File: config.mk
export PLATFORM = sky130hd
export DESIGN_NAME = imem_loader_flat
export DESIGN_NICKNAME = d
export VERILOG_FILES = /design/src/rtl/imem_pkg.sv /design/src/rtl/imem_loader_if.sv /design/src/rtl/byte_packer.sv /design/src/rtl/imem_loader.sv /design/src/flat_wrapper.sv
export SDC_FILE = /design/constraint.sdc
export NUM_CORES = 1
export LEC_CHECK = 0
export ABC_AREA = 1
export ABC_CLOCK_PERIOD_IN_PS = 1990
export BUFFER_PORTS_ARGS = -buffer_cell sky130_fd_sc_hd__buf_2
export CORE_MARGIN = 5
export CORE_UTILIZATION = 51
export DETAILED_ROUTE_END_ITERATION = 6
export GPL_ROUTABILITY_DRIVEN = 0
export HOLD_SLACK_MARGIN = 0.02
export MAX_ROUTING_LAYER = met4
export PLACE_DENSITY = 0.78
export RECOVER_POWER = 100
export SYNTH_ARGS = -nofsm -noshare
export SYNTH_HDL_FRONTEND = slang
export SYNTH_SLANG_ARGS = --single-unit
File: constraint.sdc
create_clock -name clka -period 1.99 [get_ports clka]
set_input_delay 0.199 -clock clka [delete_from_list [all_inputs] [get_ports clka]]
set_output_delay 0.199 -clock clka [all_outputs]
set_load 0.1 [all_outputs]
File: src/rtl/imem_pkg.sv
// Shared types and sizing for the IMEM write-side loader.
// Used by the byte packer, the loader FSM and its bus interface.
package imem_pkg;

    localparam int BYTES_PER_WORD = 4;
    localparam int IMEM_ADDR_W    = 9;
    localparam int IMEM_DATA_W    = 32;

    typedef enum logic [1:0] {
        ST_IDLE    = 2'd0,
        ST_COLLECT = 2'd1,
        ST_WRITE   = 2'd2,
        ST_DONE    = 2'd3
    } state_e;

endpackage

File: src/rtl/imem_loader_if.sv
// Byte-stream input plus IMEM port A write side, bundled for the loader.
// slave = the loader; master = the byte source / IMEM side (or a bench).
interface imem_loader_if #(
    parameter int ADDR_W = 9,
    parameter int DATA_W = 32
);

    logic              in_valid;
    logic [7:0]        in_data;
    logic              in_ready;
    logic              wea;
    logic [ADDR_W-1:0] addra;
    logic [DATA_W-1:0] dina;

    modport slave (
        input  in_valid,
        input  in_data,
        output in_ready,
        output wea,
        output addra,
        output dina
    );

    modport master (
        output in_valid,
        output in_data,
        input  in_ready,
        input  wea,
        input  addra,
        input  dina
    );

endinterface

File: src/rtl/byte_packer.sv
// Shifts accepted bytes into a word, MSB first, and flags the byte that completes it.
// clear has priority over accept so a discarded partial word never leaks into the next one.
module byte_packer
    import imem_pkg::*;
#(
    parameter int DATA_W = IMEM_DATA_W
) (
    input  logic              clka,
    input  logic              rsta,
    input  logic              accept,
    input  logic              clear,
    input  logic [7:0]        byte_in,
    output logic [DATA_W-1:0] word,
    output logic              word_full
);

    localparam logic [1:0] IDX_LAST = 2'(BYTES_PER_WORD - 1);

    logic [DATA_W-1:0] word_q, word_d;
    logic [1:0]        idx_q, idx_d;

    always_comb begin
        word_d = word_q;
        idx_d  = idx_q;
        if (clear) begin
            word_d = '0;
            idx_d  = '0;
        end else if (accept) begin
            word_d = {word_q[DATA_W-9:0], byte_in};
            idx_d  = idx_q + 2'd1;
        end
    end

    always_ff @(posedge clka) begin
        if (rsta) begin
            word_q <= '0;
            idx_q  <= '0;
        end else begin
            word_q <= word_d;
            idx_q  <= idx_d;
        end
    end

    assign word      = word_q;
    assign word_full = accept && !clear && (idx_q == IDX_LAST);

endmodule

File: src/rtl/imem_loader.sv
// Loads a byte stream into IMEM as 32-bit words at incrementing addresses.
// state   | meaning
// IDLE    | waiting for start, no bytes accepted
// COLLECT | accepting bytes until a word is complete
// WRITE   | one-cycle IMEM write of the packed word
// DONE    | last word written, done held until restart
module imem_loader
    import imem_pkg::*;
#(
    parameter int ADDR_W    = IMEM_ADDR_W,
    parameter int DATA_W    = IMEM_DATA_W,
    parameter int NUM_WORDS = 512
) (
    input  logic               clka,
    input  logic               rsta,
    input  logic               start,
    input  logic               abort,
    imem_loader_if.slave       bus,
    output logic               busy,
    output logic               done,
    output logic [ADDR_W:0]    word_count
);

    localparam logic [ADDR_W-1:0] LAST_ADDR = ADDR_W'(NUM_WORDS - 1);

    state_e            state_q, state_d;
    logic [ADDR_W-1:0] addr_q, addr_d;
    logic [ADDR_W:0]   count_q, count_d;
    logic              done_q, done_d;
    logic              wea_q, wea_d;
    logic              busy_q, busy_d;
    logic              in_ready_q, in_ready_d;

    logic              accept;
    logic              pack_clear;
    logic              word_full;
    logic [DATA_W-1:0] word;

    // abort suppresses acceptance so a byte arriving with it is simply dropped
    assign accept = bus.in_valid && in_ready_q && !abort;

    byte_packer #(.DATA_W(DATA_W)) u_packer (
        .clka      (clka),
        .rsta      (rsta),
        .accept    (accept),
        .clear     (pack_clear),
        .byte_in   (bus.in_data),
        .word      (word),
        .word_full (word_full)
    );

    always_comb begin
        state_d    = state_q;
        addr_d     = addr_q;
        count_d    = count_q;
        done_d     = done_q;
        wea_d      = 1'b0;
        pack_clear = 1'b0;

        case (state_q)
            ST_IDLE, ST_DONE: begin
                if (start) begin
                    state_d    = ST_COLLECT;
                    addr_d     = '0;
                    count_d    = '0;
                    done_d     = 1'b0;
                    pack_clear = 1'b1;
                end
            end
            ST_COLLECT: begin
                if (abort) begin
                    state_d    = ST_IDLE;
                    done_d     = 1'b0;
                    pack_clear = 1'b1;
                end else if (word_full) begin
                    state_d = ST_WRITE;
                    wea_d   = 1'b1;
                end
            end
            ST_WRITE: begin
                // the write pulse is already on the port, so it always counts
                count_d = count_q + (ADDR_W+1)'(1);
                if (abort) begin
                    state_d    = ST_IDLE;
                    done_d     = 1'b0;
                    pack_clear = 1'b1;
                end else if (addr_q == LAST_ADDR) begin
                    state_d = ST_DONE;
                    done_d  = 1'b1;
                end else begin
                    state_d = ST_COLLECT;
                    addr_d  = addr_q + ADDR_W'(1);
                end
            end
            default: state_d = ST_IDLE;
        endcase

        busy_d     = (state_d == ST_COLLECT) || (state_d == ST_WRITE);
        in_ready_d = (state_d == ST_COLLECT);
    end

    always_ff @(posedge clka) begin
        if (rsta) begin
            state_q    <= ST_IDLE;
            addr_q     <= '0;
            count_q    <= '0;
            done_q     <= 1'b0;
            wea_q      <= 1'b0;
            busy_q     <= 1'b0;
            in_ready_q <= 1'b0;
        end else begin
            state_q    <= state_d;
            addr_q     <= addr_d;
            count_q    <= count_d;
            done_q     <= done_d;
            wea_q      <= wea_d;
            busy_q     <= busy_d;
            in_ready_q <= in_ready_d;
        end
    end

    assign bus.in_ready = in_ready_q;
    assign bus.wea      = wea_q;
    assign bus.addra    = addr_q;
    assign bus.dina     = word;
    assign busy         = busy_q;
    assign done         = done_q;
    assign word_count   = count_q;

endmodule

File: src/flat_wrapper.sv
// flat-port wrapper written by rule: the top's interface ports become plain ports
module imem_loader_flat import imem_pkg::*;
#(
    parameter int ADDR_W    = IMEM_ADDR_W,
    parameter int DATA_W    = IMEM_DATA_W,
    parameter int NUM_WORDS = 512
)
  (clka, rsta, start, abort, busy, done, word_count, bus_in_valid, bus_in_data, bus_in_ready, bus_wea, bus_addra, bus_dina);
  imem_loader_if #(.ADDR_W(ADDR_W), .DATA_W(DATA_W)) bus_i ();
  input  logic clka;
  input  logic rsta;
  input  logic start;
  input  logic abort;
  output logic busy;
  output logic done;
  output logic [ADDR_W:0] word_count;
  input wire logic [$bits(bus_i.in_valid)-1:0] bus_in_valid;
  input wire logic [$bits(bus_i.in_data)-1:0] bus_in_data;
  output wire logic [$bits(bus_i.in_ready)-1:0] bus_in_ready;
  output wire logic [$bits(bus_i.wea)-1:0] bus_wea;
  output wire logic [$bits(bus_i.addra)-1:0] bus_addra;
  output wire logic [$bits(bus_i.dina)-1:0] bus_dina;
  assign bus_i.in_valid = bus_in_valid;
  assign bus_i.in_data = bus_in_data;
  assign bus_in_ready = bus_i.in_ready;
  assign bus_wea = bus_i.wea;
  assign bus_addra = bus_i.addra;
  assign bus_dina = bus_i.dina;
  imem_loader #(.ADDR_W(ADDR_W), .DATA_W(DATA_W), .NUM_WORDS(NUM_WORDS)) u_core (.clka(clka), .rsta(rsta), .start(start), .abort(abort), .bus(bus_i), .busy(busy), .done(done), .word_count(word_count));
endmodule
==> results.tsv, run 1 <==
stage	metric	value	unit
grt	largest net degree at the start of global routing	36	
cts	Setup Buffers After CTS	0	
synthesis	multiplexer area fraction after synthesis	0	
synthesis	Synth Area in Simple Gates	0.2644	
setup_path	Worst setup EP type	register	
sta	fmax	534.9	MHz
route	Initial DRC Count	91	
grt	first-pass GRT wire length	9.252	mm
synthesis	Synth Area per Inst	7.496	sq um
worst_hold_path	HP Class	input port to register	
floorplanning	Die Wd	78.80	um
layout	Ant. Diodes	0	
pwr	worst vdd ir	0.4187	mV
synthesis	Synth async-reset ratio	0	
layout	share of post-route cells with drive strength above 1	0.2632	
placed_design	DP HPWL	3.754	mm
setup_path	Worst Path Required	2.24	ns
grt	grt ovf	0	
synthesis	Mapped Area	2414	sq um
grt	antenna violations before repair	0	
sta	final setup vio count	0	
route	DRT Pass-1 Iters	4	
synthesis	Synth cell types	28	
cts	CTS tree	yes	
layout	Final Non-Filler Cells	453	
flow_run	Max-cap violations	0	
grt	GRT Total Usage	0.1921	
sta	tightest hold margin	0.1022	ns
sta	Final Hold Vio Count	0	
grt	number of global-route vias before repair	2167	
cts	total CTS buffers	9	
sta	skew final	0.005041	ns
synthesis	largest family of logic cells by synthesized area	simple AND/OR/NAND/NOR gates	
floorplanning	Site Rows	25	
setup_path	CP max FO	9	
sta	Final Max Slew Viols	0	
layout	synthesis-to-finish area growth	26.33	%
floorplanning	die area	6209	sq um
run_status	status	finished, final reports clean	
synthesis	synthesized flop and latch total	59	
route	WL final	5.419	mm
cts	clock sink count	59	
setup_path	CP Class	register to register	
route	Avg WL per Cell	11.96	um
synthesis	EDFF count, synth	0	
sta	Setup TNS	0	ns
pwr	total power	2.590	mW
route	DRC Markers	0	
setup_path	CP arrival	2.12	ns
synthesis	top_reg_cell synth	dfxtp_1	
route	vias	2279	
layout	Net count, final	414	
synthesis	total number of yosys warnings	0	
floorplanning	Initial Utilization	0.5179	
synthesis	Adder-Cell Fraction of Synth Area	0.03629	
sta	Tmin final	1.870	ns
cts	worst skew pair latency	0.33	ns
placed_design	port buffer count	67	
synthesis	Synth Area in Compound Gates	0.1452	
cts	clock slew at reported path FFs	0.07	ns
synthesis	XOR/XNOR Fraction of Synth Area	0	
layout	post-layout util	0.6542	
synthesis	sequential area share after synthesis	0.4894	
pwr	Pleak	1.253	nW
synthesis	synthesized instance count	322	
cts	CTS H-tree lvls	3	
setup_path	crit start category	register	
sta	relative slew slack	0.2269	
sta	worst-margin pin slew	1.165	ns
floorplanning	Core ar.	4661	sq um
sta	period utilization	0.9395	
pwr	pwr dens	849.5	nW/um^2
cts	Clock Path Buffers	2	
synthesis	Synthesized Nets	342	
route	Via density	5.031	
floorplanning	chip height	78.80	um
cts	clk root buf	clkbuf_8	
floorplanning	# IOs	68	
route	Final ANT Viol Nets	0	
placed_design	cell count after placement	437	
==> flip-flops by register name, indices dropped and copies added (netlist names) <==
signal                 flops
u_core.u_packer.idx_q      2
u_core.bus.wea             1
u_core.done                1
u_core.bus.addra           9
u_core.state_q             2
u_core.u_packer.word      32
u_core.bus.in_ready        1
u_core.word_count         10
u_core.busy                1
==> cell usage after synthesis (all sizes together) (2+ instances only) <==
library cell	number	area, sq um
inv	28	105.1
nor2	19	73.82
o21ai	10	53.80
nand3	9	50.05
buf	4	20.02
clkbuf	7	26.28
nand2	105	414.1
nor3	5	30.03
dfxtp	59	1181
nand4	8	50.05
a211oi	2	15.01
ha	7	87.58
a21oi	52	260.3
==> placed cells by master (no fill, tap or decap), types with 2 or more instances in the layout <==
master	n
nand2_1	101
a21oi_1	52
nor2_1	18
nand2_4	2
clkbuf_8	10
o21ai_1	2
clkbuf_2	50
dfxtp_1	50
clkinvlp_4	2
nand2_2	2
inv_1	25
buf_2	12
inv_2	3
clkinv_2	2
clkbuf_1	4
buf_4	5
dfxtp_2	5
nand4_1	8
o21ai_0	7
nor3_1	4
dfxtp_4	4
a211oi_1	2
ha_1	7
nand3_1	8
==> what timing repair did <==
| action | CTS | global route |
|---|---|---|
| hold buffers | 0 | 0 |
| resized for setup | 0 | 2 |
| endpoints found under the setup margin | 0 | 3 |
| hold endpoints to repair | 0 | 0 |
==> layout make-up <==
class | count | area (sq um)
flip-flops and latches | 59 | 1202
clock inverters | 5 | 58.81
multi-input cells | 223 | 1081
well taps | 54 | 67.56
repair buffers | 72 | 366.6
clock buffers | 11 | 162.7
fillers | 425 | 1612
inverters | 29 | 110.1
==> routing by layer <==
metal,share of wire,vias up,global-route usage
met4,0.024,0,0.1154
met5,0,-,-
met3,0.056,14,0.04875
met1,0.45,1015,0.2139
met2,0.47,60,0.3107
li1,-,1190,-
==> through the flow <==
step,area (sq um),setup WS (ns)
finish,3049,0.1204
CTS,3050,0.1173
detailed placement,2829,0.1299
global placement,2829,0.2040
floorplan,2435,0.03209
global route,3049,-0.01872
==> critical path: stages, from the launching register on <==
cell	delay (ns)
dfxtp_4	0.35
ha_1	0.20
nand4_1	0.13
nor3b_2	0.07
ha_1	0.21
o21ai_1	0.21
nand2_4	0.12
clkinv_2	0.09
nand2_2	0.06
or2_1	0.22
a21oi_1	0.13
==> cell families after synthesis <==
| logic type | after synthesis |
|---|---|
| AOI/OAI and AO/OA | 67 |
| adders and majority gates | 7 |
| buffers and inverters | 40 |
| DFF | 59 |
| and+or+nand+nor | 149 |
==> where the power goes <==
group	total [mW]	switching [mW]	internal [mW]	leakage (nW)
clock network	1.17	0.478	0.687	0.107
registers	1.20	0.00834	1.19	0.482
logic	0.226	0.177	0.0498	0.664
total	2.59	0.663	1.93	1.25
==> worst paths after layout <==
check                                         start  depth (start not counted)                       to  slack [ns]
worst max-delay path            u_core.bus.addra[0]                         10      u_core.bus.addra[3]        0.12
worst min register to register          u_core.done                          2              u_core.done        0.44
worst max register to register  u_core.bus.addra[0]                         10      u_core.bus.addra[3]        0.12
worst min-delay path                 bus_in_data[2]                          3  u_core.u_packer.word[2]        0.10
Power figures use the tool's default switching activity.
==> run 2: changes to the inputs <==
- CAP_MARGIN: not set -> 20
- MAX_ROUTING_LAYER: met4 -> not set
==> results.tsv, run 2 (synthesized netlist as in run 1, its figures left out) <==
stage	metric	value	unit	change
run_status	status	finished, final reports clean		
cts	cts hold-fix bufs	0		unchanged
setup_path	Slowest cell on crit path	dfxtp_4		
cts	Clock Path Buffers	2		unchanged
layout	synthesis-to-finish area growth	26.33	%	unchanged
route	Final ANT Viol Nets	0		unchanged
cts	CTS H-tree lvls	3		unchanged
floorplanning	die area	6209	sq um	unchanged
setup_path	Critical R2R Launch	u_core.bus.addra[0]		
placed_design	DP HPWL	3.754	mm	unchanged
sta	period utilization	0.9395		about the same
grt	GRT Total Usage	0.1868		-0.005329
layout	max FFs per register	32		unchanged
sta	Tmin final	1.870	ns	+0.000008000 ns
route	Avg WL per Cell	11.96	um	about the same
layout	most common cell after layout, fill and taps aside	nand2_1		
pwr	worst vdd ir	0.4186	mV	about the same
route	Initial DRC Count	89		-2.2%
layout	commonest non-fill, non-tap cells in the layout	101 x nand2_1, 52 x a21oi_1, 50 x clkbuf_2, 50 x dfxtp_1, 25 x inv_1		
setup_path	worst r2r path cells	10		unchanged
setup_path	critical path's largest stage delay	0.35	ns	about the same
grt	number of global-route vias before repair	2168		+0.046%
sta	worst-margin pin slew	1.165	ns	+0.000001550 ns
worst_hold_path	Worst Hold Endpoint	u_core.u_packer.word[2]		
placed_design	DP Area	2829	sq um	unchanged
sta	Final Hold Vio Count	0		unchanged
floorplanning	chip height	78.80	um	unchanged
layout	post-route cell area	3049	sq um	unchanged
route	DRC Markers	0		unchanged
sta	relative slew slack	0.2269		about the same
worst_hold_path	hold path start	bus_in_data[2]		
setup_path	Worst setup EP type	register		
sta	Final Max Slew Viols	0		unchanged
setup_path	FF-to-FF setup slack	0.12	ns	about the same
cts	CTS tree	yes		
route	Via density	5.042		+0.22%
grt	grt ovf	0		unchanged
grt	largest net degree at the start of global routing	36		unchanged
route	vias	2284		+0.22%
layout	Ant. Diodes	0		unchanged
cts	clock slew at reported path FFs	0.07	ns	about the same
route	WL final	5.417	mm	about the same
cts	total CTS buffers	9		unchanged
floorplanning	Core ar.	4661	sq um	unchanged
worst_hold_path	hold depth	3		unchanged
worst_hold_path	HP Class	input port to register		
setup_path	Worst Path Required	2.24	ns	about the same
pwr	pwr dens	849.7	nW/um^2	about the same
sta	skew final	0.006201	ns	+0.001160 ns
placed_design	port buffer count	67		unchanged
layout	Net count, final	414		unchanged
cts	worst skew pair latency	0.33	ns	about the same
sta	final setup vio count	0		unchanged
setup_path	CP max FO	9		unchanged
grt	first-pass GRT wire length	9.246	mm	about the same
placed_design	Placement Setup Slack	0.1299	ns	unchanged
setup_path	CP arrival	2.12	ns	about the same
setup_path	CP cell instances	ha_1, nand4_1, nor3b_2, ha_1, o21ai_1, nand2_4, clkinv_2, nand2_2, or2_1, a21oi_1		
floorplanning	# IOs	68		unchanged
layout	fillcell total	425		unchanged
sta	fmax	534.9	MHz	about the same
setup_path	RR Endpoint	u_core.bus.addra[3]		
cts	clk root buf	clkbuf_8		
setup_path	CP startpoint	u_core.bus.addra[0]		
layout	share of post-route cells with drive strength above 1	0.2632		unchanged
floorplanning	Site Rows	25		unchanged
setup_path	CP Class	register to register		
floorplanning	Die Wd	78.80	um	unchanged
flow_run	Max-cap violations	0		unchanged
setup_path	most frequent CP cell	ha_1		
floorplanning	Initial Utilization	0.5179		unchanged
route	DRT Pass-1 Iters	4		unchanged
pwr	Pleak	1.253	nW	unchanged
setup_path	crit start category	register		
grt	antenna violations before repair	0		unchanged
cts	clock sink count	59		unchanged
sta	setup ws final	0.1203	ns	-0.000008000 ns
==> run 2: cell counts in the layout (fill, tap and decap cells not counted) <==
No cell type changed its count.
==> run 2: worst max path at each step <==
| stage | depth (start not counted) | slack, ns | to |
|---|---|---|---|
| after global placement | 8 | 0.20 | u_core.busy |
| final | 10 | 0.12 | u_core.bus.addra[3] |
| after global routing | 12 | -0.02 | u_core.bus.addra[5] |
| after floorplan | 6 | 0.03 | u_core.word_count[4] |
| after detailed placement | 8 | 0.13 | u_core.busy |
| after CTS | 8 | 0.12 | u_core.busy |
==> run 2: power by group <==
part | total (mW) | switching, mW | internal (mW)
combinational | 0.227 | 0.177 | 0.0498
sequential | 1.20 | 0.00834 | 1.19
clock | 1.17 | 0.479 | 0.687
==> run 2: worst max-delay path, delay by kind of cell, from the launching register on <==
kind                     cells  cell delay, ns
flip-flops                   1            0.35
adder cells (fa/ha/maj)      2            0.41
buffers and inverters        1            0.09
AO/OA/AOI/OAI                2            0.34
AND/OR/NAND/NOR              5            0.60
==> run 2: cell type report <==
type	count	area (sq um)	area share
clock buffer	11	162.7	0.05334
clock inverter	5	58.81	0.01929
multi-input combinational	223	1081	0.3545
timing repair buffer	72	366.6	0.1202
sequential	59	1202	0.3943
inverter	29	110.1	0.03611
tap	54	67.56	0.02216
==> run 2: per-stage QoR <==
stage | util | power [mW] | TNS, ns | instances | hold slack (ns)
after floorplan | - | 1.401 | 0 | 322 | 0.2677
after global placement | 0.6070 | 1.450 | 0 | 437 | 0.4333
after detailed placement | 0.6070 | 1.451 | 0 | 437 | 0.4381
after CTS | 0.6545 | 2.614 | 0 | 453 | 0.09247
after global routing | 0.6542 | 2.702 | -0.03061 | 453 | 0.09787
final | 0.6542 | 2.591 | 0 | 453 | 0.1022
==> run 2: routing by layer <==
layer	vias to the layer above	global-route usage	part of all wire
li1	1191	-	-
met1	1019	0.2118	0.44
met3	14	0.05102	0.059
met5	-	0	0
met4	0	0.1154	0.024
met2	60	0.3107	0.47
==> run 2: what timing repair did <==
action                                  in CTS  in global routing
endpoints found under the setup margin       0                  3
resized for setup                            0                  2
setup buffers                                0                  0
